### src/rtl/geofence_pkg.sv
// Shared types and constants for the geofence job scheduler.
//   state_e     : scheduler FSM states
//   NPTS        : points per job (target + 6 fence vertices)
//   DEF_CW      : default coordinate width
//   DEF_TIMEOUT : default engine wait limit in cycles
package geofence_pkg;

  localparam int unsigned NPTS        = 7;
  localparam int unsigned DEF_CW      = 10;
  localparam int unsigned DEF_TIMEOUT = 64;

  typedef enum logic [2:0] {
    StIdle,
    StBoot,
    StStream,
    StWait,
    StDone
  } state_e;

endpackage

### src/rtl/rr_arbiter.sv
// Round-robin arbiter, purely combinational.
//   req   : request vector
//   ptr   : index where the search starts (highest priority)
//   grant : one-hot grant to the first requester found at or after ptr, zero if none
module rr_arbiter #(
  parameter int unsigned NREQ = 4,
  localparam int unsigned IW  = (NREQ > 1) ? $clog2(NREQ) : 1
) (
  input  logic [NREQ-1:0] req,
  input  logic [IW-1:0]   ptr,
  output logic [NREQ-1:0] grant
);

  logic        found;
  int unsigned idx;

  always_comb begin
    grant = '0;
    found = 1'b0;
    idx   = 0;
    for (int unsigned off = 0; off < NREQ; off++) begin
      idx = (32'(ptr) + off) % NREQ;
      if (!found && req[idx]) begin
        grant[idx] = 1'b1;
        found      = 1'b1;
      end
    end
  end

endmodule

### src/rtl/geofence_sched.sv
// Shares one geofence engine among NREQ requesters. A job resets the engine, streams the
// owner's 7 points (target then 6 vertices), waits for the verdict (bounded by TIMEOUT)
// and reports it with a one-cycle strobe.
//   clk, reset            : clock, asynchronous active-low reset
//   req                   : per-requester job request (level)
//   req_x, req_y          : per-requester point buses, slice i for the current pt_idx
//   gnt                   : one-hot owner grant, only while streaming
//   pt_idx                : point index being fetched
//   eng_reset             : active-high engine reset (high while idle)
//   eng_x, eng_y          : registered point fed to the engine
//   eng_valid, eng_inside : engine result strobe and verdict
//   res_valid, res_id     : result strobe and owner index
//   res_inside, res_err   : verdict and timeout flag
//   busy                  : a job is in progress
module geofence_sched
  import geofence_pkg::*;
#(
  parameter int unsigned NREQ    = 4,
  parameter int unsigned CW      = DEF_CW,
  parameter int unsigned TIMEOUT = DEF_TIMEOUT,
  localparam int unsigned IW     = (NREQ > 1) ? $clog2(NREQ) : 1
) (
  input  logic             clk,
  input  logic             reset,
  input  logic [NREQ-1:0]  req,
  input  logic [NREQ*CW-1:0] req_x,
  input  logic [NREQ*CW-1:0] req_y,
  output logic [NREQ-1:0]  gnt,
  output logic [2:0]       pt_idx,
  output logic             eng_reset,
  output logic [CW-1:0]    eng_x,
  output logic [CW-1:0]    eng_y,
  input  logic             eng_valid,
  input  logic             eng_inside,
  output logic             res_valid,
  output logic [IW-1:0]    res_id,
  output logic             res_inside,
  output logic             res_err,
  output logic             busy
);

  localparam int unsigned CntW = $clog2(TIMEOUT) + 1;

  state_e          state_q, state_d;
  logic [IW-1:0]   owner_q, owner_d;
  logic [IW-1:0]   ptr_q, ptr_d;
  logic [2:0]      pt_q, pt_d;
  logic [CW-1:0]   ex_q, ex_d, ey_q, ey_d;
  logic [CntW-1:0] cnt_q, cnt_d;
  logic            inside_q, inside_d;
  logic            err_q, err_d;

  logic [NREQ-1:0] arb_gnt;
  logic [IW-1:0]   arb_idx;

  rr_arbiter #(
    .NREQ (NREQ)
  ) u_arb (
    .req   (req),
    .ptr   (ptr_q),
    .grant (arb_gnt)
  );

  always_comb begin
    arb_idx = '0;
    for (int unsigned i = 0; i < NREQ; i++) begin
      if (arb_gnt[i]) arb_idx = IW'(i);
    end
  end

  always_comb begin
    state_d  = state_q;
    owner_d  = owner_q;
    ptr_d    = ptr_q;
    pt_d     = pt_q;
    ex_d     = ex_q;
    ey_d     = ey_q;
    cnt_d    = cnt_q;
    inside_d = inside_q;
    err_d    = err_q;
    unique case (state_q)
      StIdle: begin
        if (|req) begin
          owner_d = arb_idx;
          ptr_d   = (32'(arb_idx) == NREQ - 1) ? '0 : arb_idx + IW'(1);
          state_d = StBoot;
        end
      end
      StBoot: begin
        pt_d    = '0;
        state_d = StStream;
      end
      StStream: begin
        // Point pt_q is on the owner's bus now; the engine sees it next cycle.
        ex_d = req_x[owner_q*CW +: CW];
        ey_d = req_y[owner_q*CW +: CW];
        if (pt_q == 3'(NPTS - 1)) begin
          cnt_d   = '0;
          state_d = StWait;
        end else begin
          pt_d = pt_q + 3'd1;
        end
      end
      StWait: begin
        // A verdict arriving on the last allowed cycle beats the timeout.
        if (eng_valid) begin
          inside_d = eng_inside;
          err_d    = 1'b0;
          state_d  = StDone;
        end else if (cnt_q == CntW'(TIMEOUT - 1)) begin
          inside_d = 1'b0;
          err_d    = 1'b1;
          state_d  = StDone;
        end else begin
          cnt_d = cnt_q + CntW'(1);
        end
      end
      StDone:  state_d = StIdle;
      default: state_d = StIdle;
    endcase
  end

  always_ff @(posedge clk or negedge reset) begin
    if (!reset) begin
      state_q  <= StIdle;
      owner_q  <= '0;
      ptr_q    <= '0;
      pt_q     <= '0;
      ex_q     <= '0;
      ey_q     <= '0;
      cnt_q    <= '0;
      inside_q <= 1'b0;
      err_q    <= 1'b0;
    end else begin
      state_q  <= state_d;
      owner_q  <= owner_d;
      ptr_q    <= ptr_d;
      pt_q     <= pt_d;
      ex_q     <= ex_d;
      ey_q     <= ey_d;
      cnt_q    <= cnt_d;
      inside_q <= inside_d;
      err_q    <= err_d;
    end
  end

  always_comb begin
    gnt = '0;
    for (int unsigned i = 0; i < NREQ; i++) begin
      gnt[i] = (state_q == StStream) && (owner_q == IW'(i));
    end
  end

  assign pt_idx     = pt_q;
  assign eng_x      = ex_q;
  assign eng_y      = ey_q;
  assign eng_reset  = (state_q == StIdle);
  assign busy       = (state_q != StIdle);
  assign res_valid  = (state_q == StDone);
  assign res_id     = res_valid ? owner_q : '0;
  assign res_inside = res_valid & inside_q;
  assign res_err    = res_valid & err_q;

endmodule
### config.mk
export PLATFORM = sky130hd
export DESIGN_NAME = geofence_sched
export DESIGN_NICKNAME = d
export VERILOG_FILES = /design/src/rtl/geofence_pkg.sv /design/src/rtl/rr_arbiter.sv /design/src/rtl/geofence_sched.sv
export SDC_FILE = /design/constraint.sdc
export NUM_CORES = 1
export LEC_CHECK = 0
export BUFFER_PORTS_ARGS = -buffer_cell sky130_fd_sc_hd__clkbuf_2
export CAP_MARGIN = 30
export CORE_ASPECT_RATIO = 1.2
export CORE_UTILIZATION = 47
export DETAILED_ROUTE_END_ITERATION = 8
export GPL_TIMING_DRIVEN = 0
export PLACE_DENSITY = 0.81
export SYNTH_ARGS = -nofsm -noshare
export SYNTH_HDL_FRONTEND = slang
export SYNTH_SLANG_ARGS = --single-unit
### constraint.sdc
create_clock -name clk -period 2.7 [get_ports clk]
set_input_delay 0 -clock clk [delete_from_list [all_inputs] [get_ports clk]]
set_output_delay 0 -clock clk [all_outputs]
set_load 0.05 [all_outputs]
### Yosys cells after proc, flatten, opt, wreduce, memory -nomap -nowiden

Cells that the tools add are included.

* register bits: 39
* word-level logic and storage cells: 116
* memory bits (read-only): 0
* bits in latches: 0
* RAM bits: 0
* output and inout bits: 34
* input bits: 88
* memories: 0

* multipliers: 1
* mux-type cells: 43
* equality and inequality tests: 16
* div/mod/pow operators: 0
* $add $sub $neg: 6
* reduce and logical (&&, ||, !) cells: 26
* $lt $le $gt $ge: 8
* bitwise operators: 5
* shift-type cells: 2

Operators with widths (number)
* indexed part select 40 x 7 -> 10 bit: 2
* two-way mux 7 bit: 3
* two-way mux 1 bit: 16
* two-way mux 4 bit: 4
* two-way mux 3 bit: 5
* case mux 7 bit (2 select lines): 1
* < comparator 2 x 3 -> 1 bit (second input constant): 4
* OR 4 bit: 3
* case mux 3 bit (4 select lines): 1
* logical AND 1 bit: 11
* binary-select mux 1 bit (select 2 bit): 4
* demux 1 bit (select 2 bit): 4
* greater-or-equal comparator 2 x 1 -> 1 bit (second input constant): 4
* two-way mux 2 bit: 4
* inequality test 2 bit (second input constant): 4
* adder 7 x 1 -> 7 bit (second input constant): 1
* equality test 7 x 6 -> 1 bit (second input constant): 1
* equality test 2 bit (second input constant): 3
* equality test 3 x 2 -> 1 bit (second input constant): 2
* equality test 3 bit (second input constant): 2
* case mux 3 bit (2 select lines): 1
* AND reduction 2 bit: 3
* nonzero test 2 bit: 3
* multiplier 2 x 3 -> 5 bit (second input constant): 1
* other kinds (15): 20

### Longest topological paths before layout

Gate-level depths: netlist of the first run.

* word-level depth: 17
* gate-level depth with buffers: 8
* mapped depth without buffers: 7

### Hierarchy

A second synthesis of the first run with hierarchy kept.

* cell total of the unflattened synthesis: 219
* area total of the unflattened synthesis: 2746.4 µm²

By module, submodules not included
* geofence_sched: area each 2408.6 µm², sequential area each 975.9 µm², cells an instance 183, instances 1
* rr_arbiter: area each 337.8 µm², sequential area each 0.0 µm², cells an instance 36, instances 1

### Worst setup path after synthesis of the first run

OpenSTA, ideal clock, no wires.

* path kind: flip-flop to flip-flop
* start: register ptr_q[0]
* end: register owner_q[1]
* data required time: 2.574 ns
* path buffers: 0
* clock period less this slack: 2.391 ns
* library setup time: 0.126 ns
* stages on the path, launching flop included: 8
* arrival: 2.265 ns
* setup slack: 0.309 ns
* path through: dfrtp_1 inv_1 ha_1 mux4_2 nor2b_1 a22oi_1 nand4_1 o32a_1

* cells in the longest elaborated chain, start to end: 14
* elaborated cells between the ends (all ways): 49
* classes of those cells: add/sub (3); order compare (8); mux (25); bitwise (3); reduce/logical (10)

Ends and longest elaborated chain
* start, declared: RTL line geofence_sched.sv:46 `logic [IW-1:0] ptr_q, ptr_d;`
* start signal, assigned: RTL line geofence_sched.sv:137 `ptr_q <= ptr_d;`
* parallel branches: the longest is 11 deep, another holds < comparator 2 x 3 -> 1 bit
* two-way mux 4 bit (*): RTL line rr_arbiter.sv:23 `if (!found && req[idx]) begin`
* two-way mux 2 bit: RTL line geofence_sched.sv:67 `if (arb_gnt[i]) arb_idx = IW'(i);`
* two-way mux 2 bit (*): RTL line geofence_sched.sv:67
* end signal, assigned: RTL line geofence_sched.sv:136 `owner_q <= owner_d;`
* end, declared: RTL line geofence_sched.sv:45 `logic [IW-1:0] owner_q, owner_d;`

Mark *: on every way between the ends. The select of a mux whose other input is x is not followed.
A chain may end at the register's enable or synchronous reset.

### Worst setup path after layout of the first run

Ends and elaborated chain as after synthesis.

==> results of run 1 <==
[per-stage QoR]
stage / util (%) / hold slack [ns]
finish: 65.3 / 0.0926
CTS: 65.4 / 0.0472
floorplan: - / -0.296
global placement: 61.9 / 0.196
detailed placement: 62.3 / -0.176
global route: 65.3 / 0.0852
[sequential cells by signal (all words and copies together), names as in the netlist]
name	count
owner_q	2
pt_idx	3
eng_x	10
state_q	3
ptr_q	2
eng_y	10
cnt_q	7
err_q	1
inside_q	1
[layout by cell type, fill, tap and decap left out, types with 4 or more instances in the layout]
cell type,instances
mux4_2,22
and3_1,6
clkbuf_1,11
nor2_1,14
clkbuf_8,5
ha_1,10
clkbuf_2,121
o22ai_1,4
nand2b_1,4
a21oi_1,5
nor2b_1,6
inv_1,8
nand2_1,70
xnor2_1,4
dfrtp_1,37
[worst max-delay path, stage by stage, from the launching register on]
cell	delay (ns)
dfrtp_2	0.48
inv_1	0.13
ha_1	0.33
mux4_2	0.58
nor2b_1	0.16
a22oi_1	0.14
nand4_1	0.21
o32a_1	0.35
[cells by family (layout without fill, tap and decap cells)]
family          Yosys count  in the layout
fa+ha+maj                10             10
simple gates            121            121
mux                      26             26
flops                    39             39
buf+inv                  24            156
compound gates           30             30
xor+xnor                  4              4
[area by class of cell]
| class | instances | area (µm²) | area share, % |
|---|---|---|---|
| repair buffers | 125 | 656 | 18.9 |
| inverters | 8 | 30.0 | 0.868 |
| plain buffers | 15 | 60.1 | 1.74 |
| flip-flops and latches | 39 | 978 | 28.3 |
| multi-input cells | 191 | 1530 | 44.1 |
| clock inverters | 2 | 60.1 | 1.74 |
| well taps | 62 | 77.6 | 2.24 |
| clock buffers | 6 | 72.6 | 2.10 |
[metal layers]
layer	vias up	share of wire [%]	wire length, µm	global-route usage, %
li1	1173	-	-	-
met1	1226	40	2820	30.0
met2	107	52	3610	44.1
met3	10	6.2	435	5.34
met4	0	1.9	131	9.45
met5	-	0	0	0
[worst max path at each step]
stage | end | slack (ns) | cells after the start
after global placement | owner_q[1] | 0.16 | 7
after CTS | owner_q[1] | 0.11 | 7
after global routing | ptr_q[1] | 0.008 | 7
after detailed placement | owner_q[1] | 0.12 | 7
after floorplan | owner_q[1] | 0.31 | 7
final | owner_q[1] | 0.20 | 7
[timing repair]
item / CTS / global route
endpoints found under the setup margin: 0 / 5
resized for setup: 0 / 2
hold buffers: 3 / 0
endpoints found under the hold margin: 41 / 0
[power groups by stage]
stage                     logic (mW)  clock network (mW)  registers (mW)
final                           2.88               0.576            1.09
after global routing            3.12               0.616            1.12
after CTS                       2.90               0.587            1.07
after detailed placement        2.89                   0            1.08
after global placement          2.82                   0            1.06
after floorplan                 1.68                   0            1.62
==> impl_metrics.tcl, run 1 <==
set metrics [dict create \
    outcome "finished clean" \
    worst_slack_ns 0.201 \
    slew_headroom_pct 40.8 \
    peakVddDrop_v 0.000664 \
    power_frac_comb_pct 63.3 \
    synthTopCellsByArea "dfrtp_1, mux4_2, nand2_1" \
    cts_tree "built" \
    p_seq_share_pct 24.0 \
    cts.sinks 39 \
    grt_pass1_vias 2514 \
    r2r-start "ptr_q[0]" \
    fillers 437 \
    r2r_end "owner_q[1]" \
    clock_power_share_pct 12.7 \
    synth.cell_area_mm2 0.00260 \
    max_freq_mhz 400 \
    antenna_found_initial 0 \
    max_cap_violations 0 \
    die_w_um 69.8 \
    drt-total-wl_um 6990 \
    p_sw_share_pct 50.2 \
    crit_type "flop to flop" \
    synthMuxAreaShare_pct 22.0 \
    clk_pin_slew_ns 0.08 \
    post-place-ws_ns 0.116 \
    grt.total_usage_pct 25.2 \
    p_leak_nw 1.78 \
    clk_path_buf_depth 2 \
    root_buffer "clkbuf_8" \
    htree_levels 2 \
    synth-xor-area-share_pct 1.35 \
    ys_ff_latch 39 \
    slew_viol_final 0 \
    ios 122 \
    rr_worst_depth 7 \
    p_sw_mw 2.28 \
    cp-start-kind "flop" \
    grt_overflow_total 0 \
    drt_iter0_markers 140 \
    nets 483 \
    synth_compound_area_share_pct 8.63 \
    rsz0062_at_grt "no" \
    hold_violations 0 \
    syn_area_per_cell_um2 10.2 \
    synth-async-reset-ratio_pct 100 \
    ant_nets 0 \
    yosysSeqAreaShare_pct 37.6 \
    yosys-top-cells-count "nand2_1, dfrtp_1, mux4_2, nor2_1, clkbuf_1" \
    yosys.area_share.simple_pct 22.0 \
    hp-class "primary input to asynchronous set/reset pin" \
    fin_setup_tns_ns 0 \
    drive_gt1_share_pct 42.5 \
    post-route-min-period_ns 2.50 \
    yosysUniqueCellTypes 44 \
    worst_ep_arrival_time_ns 2.67 \
    gp_congestion 0.907 \
    diodes 0 \
    die_y_um 83.4 \
    wire_per_inst_um 15.6 \
    syn_to_final_growth_pct 33.3 \
    coreArea_mm2 0.00530 \
    finClkSkew_ns 0.0112 \
    post_dp_cell_area_mm2 0.00330 \
    synth_top_family_by_area "simple AND/OR/NAND/NOR gates" \
    ys_warn_count 0 \
    finalSetupViolations 0 \
    critical_path.startpoint "ptr_q[0]" \
    syn_nets 352 \
    worst_slew_pin_slew_ns 0.877 \
    postLayoutCellArea_mm2 0.00346 \
    total_power_mw 4.54 \
    initial_utilization_pct 49.0 \
    die_area_mm2 0.00583 \
    io_buffers 121 \
    cp_max_fo 9 \
    yosys.cell_count.top_type "nand2_1" \
    dp.cells 438 \
    numCtsBuffers 5 \
    syn_inst 254 \
    synth_edf_count 0 \
    synth.top_cell.area_share_pct 37.6 \
    dp_hpwl_um 5530 \
    drc 0 \
    num_vias 2516 \
    p_int_mw 2.26 \
    yosys.area_share.adder_pct 4.82 \
    end_kind "flop" \
    power_density_mw_per_mm2 1310 \
    postCtsSetupBuffers 0 \
    grt_max_degree 37 \
    required_ns 2.87 \
    period_share_pct 92.5 \
    synth_top_flop_cell "dfrtp_1" \
    yosysTopAreaCell "dfrtp_1" \
    stdcell_count 448 \
    clock_latency_ns 0.29 \
    dr.pass1.iters 4 \
    viasPerCell 5.62 \
    rows 29 \
    reg2reg_slack_ns 0.20 \
    grt_pass1_wl_um 11600 \
]
(Power assumes the default switching activity.)
==> inputs of run 2 (changes only) <==
--- a/config.mk
+++ b/config.mk
@@ -5,13 +5,16 @@
 export SDC_FILE = /design/constraint.sdc
 export NUM_CORES = 1
 export LEC_CHECK = 0
+export ABC_AREA = 1
 export BUFFER_PORTS_ARGS = -buffer_cell sky130_fd_sc_hd__clkbuf_2
 export CAP_MARGIN = 30
+export CELL_PAD_IN_SITES_DETAIL_PLACEMENT = 2
+export CELL_PAD_IN_SITES_GLOBAL_PLACEMENT = 2
 export CORE_ASPECT_RATIO = 1.2
-export CORE_UTILIZATION = 47
+export CORE_UTILIZATION = 25
 export DETAILED_ROUTE_END_ITERATION = 8
 export GPL_TIMING_DRIVEN = 0
-export PLACE_DENSITY = 0.81
+export PLACE_DENSITY_LB_ADDON = 0.1
 export SYNTH_ARGS = -nofsm -noshare
 export SYNTH_HDL_FRONTEND = slang
 export SYNTH_SLANG_ARGS = --single-unit
==> run 2 against run 1 <==
  * Clock skew fell by 0.0081 ns
  * Critical path type unchanged
  * Sequential cell count did not move
  * Global-route usage fell by 6.4 points
  * Critical endpoint is now ptr_q[0]
  * Via count rose by 13%
  * Critical path depth rose by 6
  * Sequential share of layout area fell by 0.94 points
  * Utilization fell by 30 points
  * Register-to-register slack improved by 0.29 ns
  * Clock power rose by 2%
==> impl_metrics.tcl, run 2 <==
set metrics [dict create \
    root_buffer "clkbuf_16" \
    rows 40 \
    rsz0062_at_grt "no" \
    yosysUniqueCellTypes 32 \
    postLayoutCellArea_mm2 0.00357 \
    drt-total-wl_um 9580 \
    synth_edf_count 0 \
    slew_viol_final 0 \
    synth-async-reset-ratio_pct 100 \
    gp_congestion 0.758 \
    worst_slew_pin_slew_ns 0.614 \
    period_share_pct 81.8 \
    drive_gt1_share_pct 34.0 \
    yosys.area_share.adder_pct 4.88 \
    synth.cell_area_mm2 0.00256 \
    layout_common_cells "clkbuf_2, nand2_1, nor2_1" \
    die_area_mm2 0.0107 \
    yosys-top-cells-count "nand2_1, nor2_1, dfrtp_1, inv_1, a22oi_1" \
    ctsResizeCount 0 \
    ios 122 \
    slew_headroom_pct 59.1 \
    drt_iter0_markers 35 \
    hold_violations 0 \
    clk_pin_slew_ns 0.06 \
    clock_latency_ns 0.28 \
    synth_compound_area_share_pct 17.4 \
    ys_warn_count 0 \
    multi_input_area_mm2 0.00140 \
    syn_to_final_growth_pct 39.3 \
    nets 568 \
    synth-xor-area-share_pct 0.683 \
    fillers 1253 \
    post-place-ws_ns 0.481 \
    syn_inst 333 \
    p_sw_share_pct 56.4 \
    cts.sinks 39 \
    hp-class "primary input to flop" \
    yosysTopAreaCell "dfrtp_1" \
    fin_setup_tns_ns 0 \
    max_freq_mhz 453 \
    worst_slack_ns 0.490 \
    wl_met1_um 4160 \
    wire_per_inst_um 16.1 \
    finClkSkew_ns 0.00309 \
    synthMuxAreaShare_pct 0 \
    die_w_um 94.4 \
    final_common_cell "clkbuf_2" \
    cp-start-kind "flop" \
    grt.total_usage_pct 18.7 \
    grt_max_degree 26 \
    htree_levels 2 \
    ant_nets 0 \
    yosys.cell_count.top_type "nand2_1" \
    num_vias 2836 \
    grt_overflow_total 0 \
    clock_power_share_pct 12.6 \
    power_density_mw_per_mm2 1320 \
    seq_area_um2 976 \
    numCtsBuffers 5 \
    crit_type "flop to flop" \
    diodes 0 \
    worst_ep_arrival_time_ns 2.38 \
    yosys.area_share.simple_pct 31.8 \
    synth_top_flop_cell "dfrtp_1" \
    dr.pass1.iters 6 \
    required_ns 2.87 \
    finalSetupViolations 0 \
    synth_top_family_by_area "simple AND/OR/NAND/NOR gates" \
    dr_wl_met2_um 4810 \
    initial_utilization_pct 25.6 \
    end_kind "flop" \
    peakVddDrop_v 0.000425 \
    viasPerCell 4.76 \
    antenna_found_initial 0 \
    p_seq_share_pct 22.8 \
    clk_path_buf_depth 2 \
    p_int_mw 2.05 \
    synth.top_cell.area_share_pct 38.1 \
    grt_pass1_vias 3117 \
    cp_max_fo 11 \
    maxUsedRoutingLayer "met4" \
    power_frac_comb_pct 64.6 \
    post-route-min-period_ns 2.21 \
    coreArea_mm2 0.0100 \
    ys_ff_latch 39 \
    postCtsSetupBuffers 0 \
    grt_pass1_wl_um 15500 \
    dp_hpwl_um 7720 \
    p_leak_nw 1.80 \
    post_dp_cell_area_mm2 0.00335 \
    synthTopCellsByArea "dfrtp_1, nand2_1, a22oi_1" \
    drc 0 \
    die_y_um 113 \
    syn_area_per_cell_um2 7.70 \
    p_sw_mw 2.65 \
    routed-wl-met3_um 546 \
    cts_tree "built" \
    max_cap_violations 0 \
    io_buffers 121 \
    outcome "finished clean" \
    syn_nets 431 \
    cts_hold_buf 8 \
    yosysSeqAreaShare_pct 38.1 \
]
## run 2: cell types whose count changed after synthesis, moves of 6 or more
| cell | delta |
|---|---|
| nand2_1 | +14 |
| nand2_2 | +6 |
| a22oi_1 | +22 |
| nand3_1 | +13 |
| nor2b_1 | -6 |
| nor2_1 | +28 |
| inv_1 | +23 |
| a41oi_1 | +16 |
| and3_1 | -6 |
| mux4_2 | -22 |
## run 2: layer usage
layer  vias to the layer above  GRT usage, %
met3                         4          3.63
met1                      1360          22.2
met4                         0          3.38
li1                       1386             -
met5                         -             0
met2                        86          34.6
## run 2: layout make-up
type / count / area share, %
buffer: 12 / 1.26
clock inverter: 1 / 0.140
multi-input combinational: 245 / 39.3
sequential: 39 / 27.3
clock buffer: 6 / 3.89
timing repair buffer: 130 / 19.8
inverter: 37 / 3.89
tap: 126 / 4.41
## run 2: worst paths after layout
check,start,end,slack (ns),depth (start not counted)
hold / removal,req_y[27],eng_y[7],0.003,3
setup / recovery,ptr_q[0],ptr_q[0],0.49,13
hold reg to reg,err_q,err_q,0.52,1
setup reg to reg,ptr_q[0],ptr_q[0],0.49,13
max in group asynchronous,reset,eng_y[4],2.01,3
min in group asynchronous,reset,eng_x[0],0.20,2
## run 2: cells by family after synthesis
group / count (synthesis)
AO/OA/AOI/OAI: 60
XOR/XNOR: 2
adder cells (fa/ha/maj): 10
buffers and inverters: 49
flip-flops: 39
AND/OR/NAND/NOR: 173
## run 2: critical path, cell delays in order (launching register included)
cell and delay (ns):
dfrtp_1 0.60, inv_2 0.17, ha_1 0.38, inv_1 0.09
nand3_1 0.08, nand2_1 0.09, nand2_4 0.13, inv_2 0.04
nand3_1 0.06, nand2_1 0.07, nor2_2 0.15, nand2_2 0.09
nand2_1 0.08, nand2_1 0.06
## run 2: power by group through the flow
| stage | sequential (mW) | clock (mW) | combinational [mW] |
|---|---|---|---|
| finish | 1.07 | 0.590 | 3.04 |
| global route | 1.11 | 0.638 | 3.36 |
| CTS | 1.08 | 0.615 | 3.12 |
| detailed placement | 1.09 | 0 | 3.08 |
| global placement | 1.07 | 0 | 2.99 |
| floorplan | 1.62 | 0 | 1.64 |
## run 2: through the flow
step / utilization, % / std cells / hold WS [ns] / power (mW)
global placement: 33.2 / 580 / 0.223 / 4.06
global route: 35.7 / 596 / 0.0124 / 5.11
detailed placement: 33.4 / 581 / -0.0320 / 4.16
floorplan: - / 333 / -0.296 / 3.26
finish: 35.7 / 596 / 0.00277 / 4.70
CTS: 35.7 / 596 / 0.000463 / 4.81
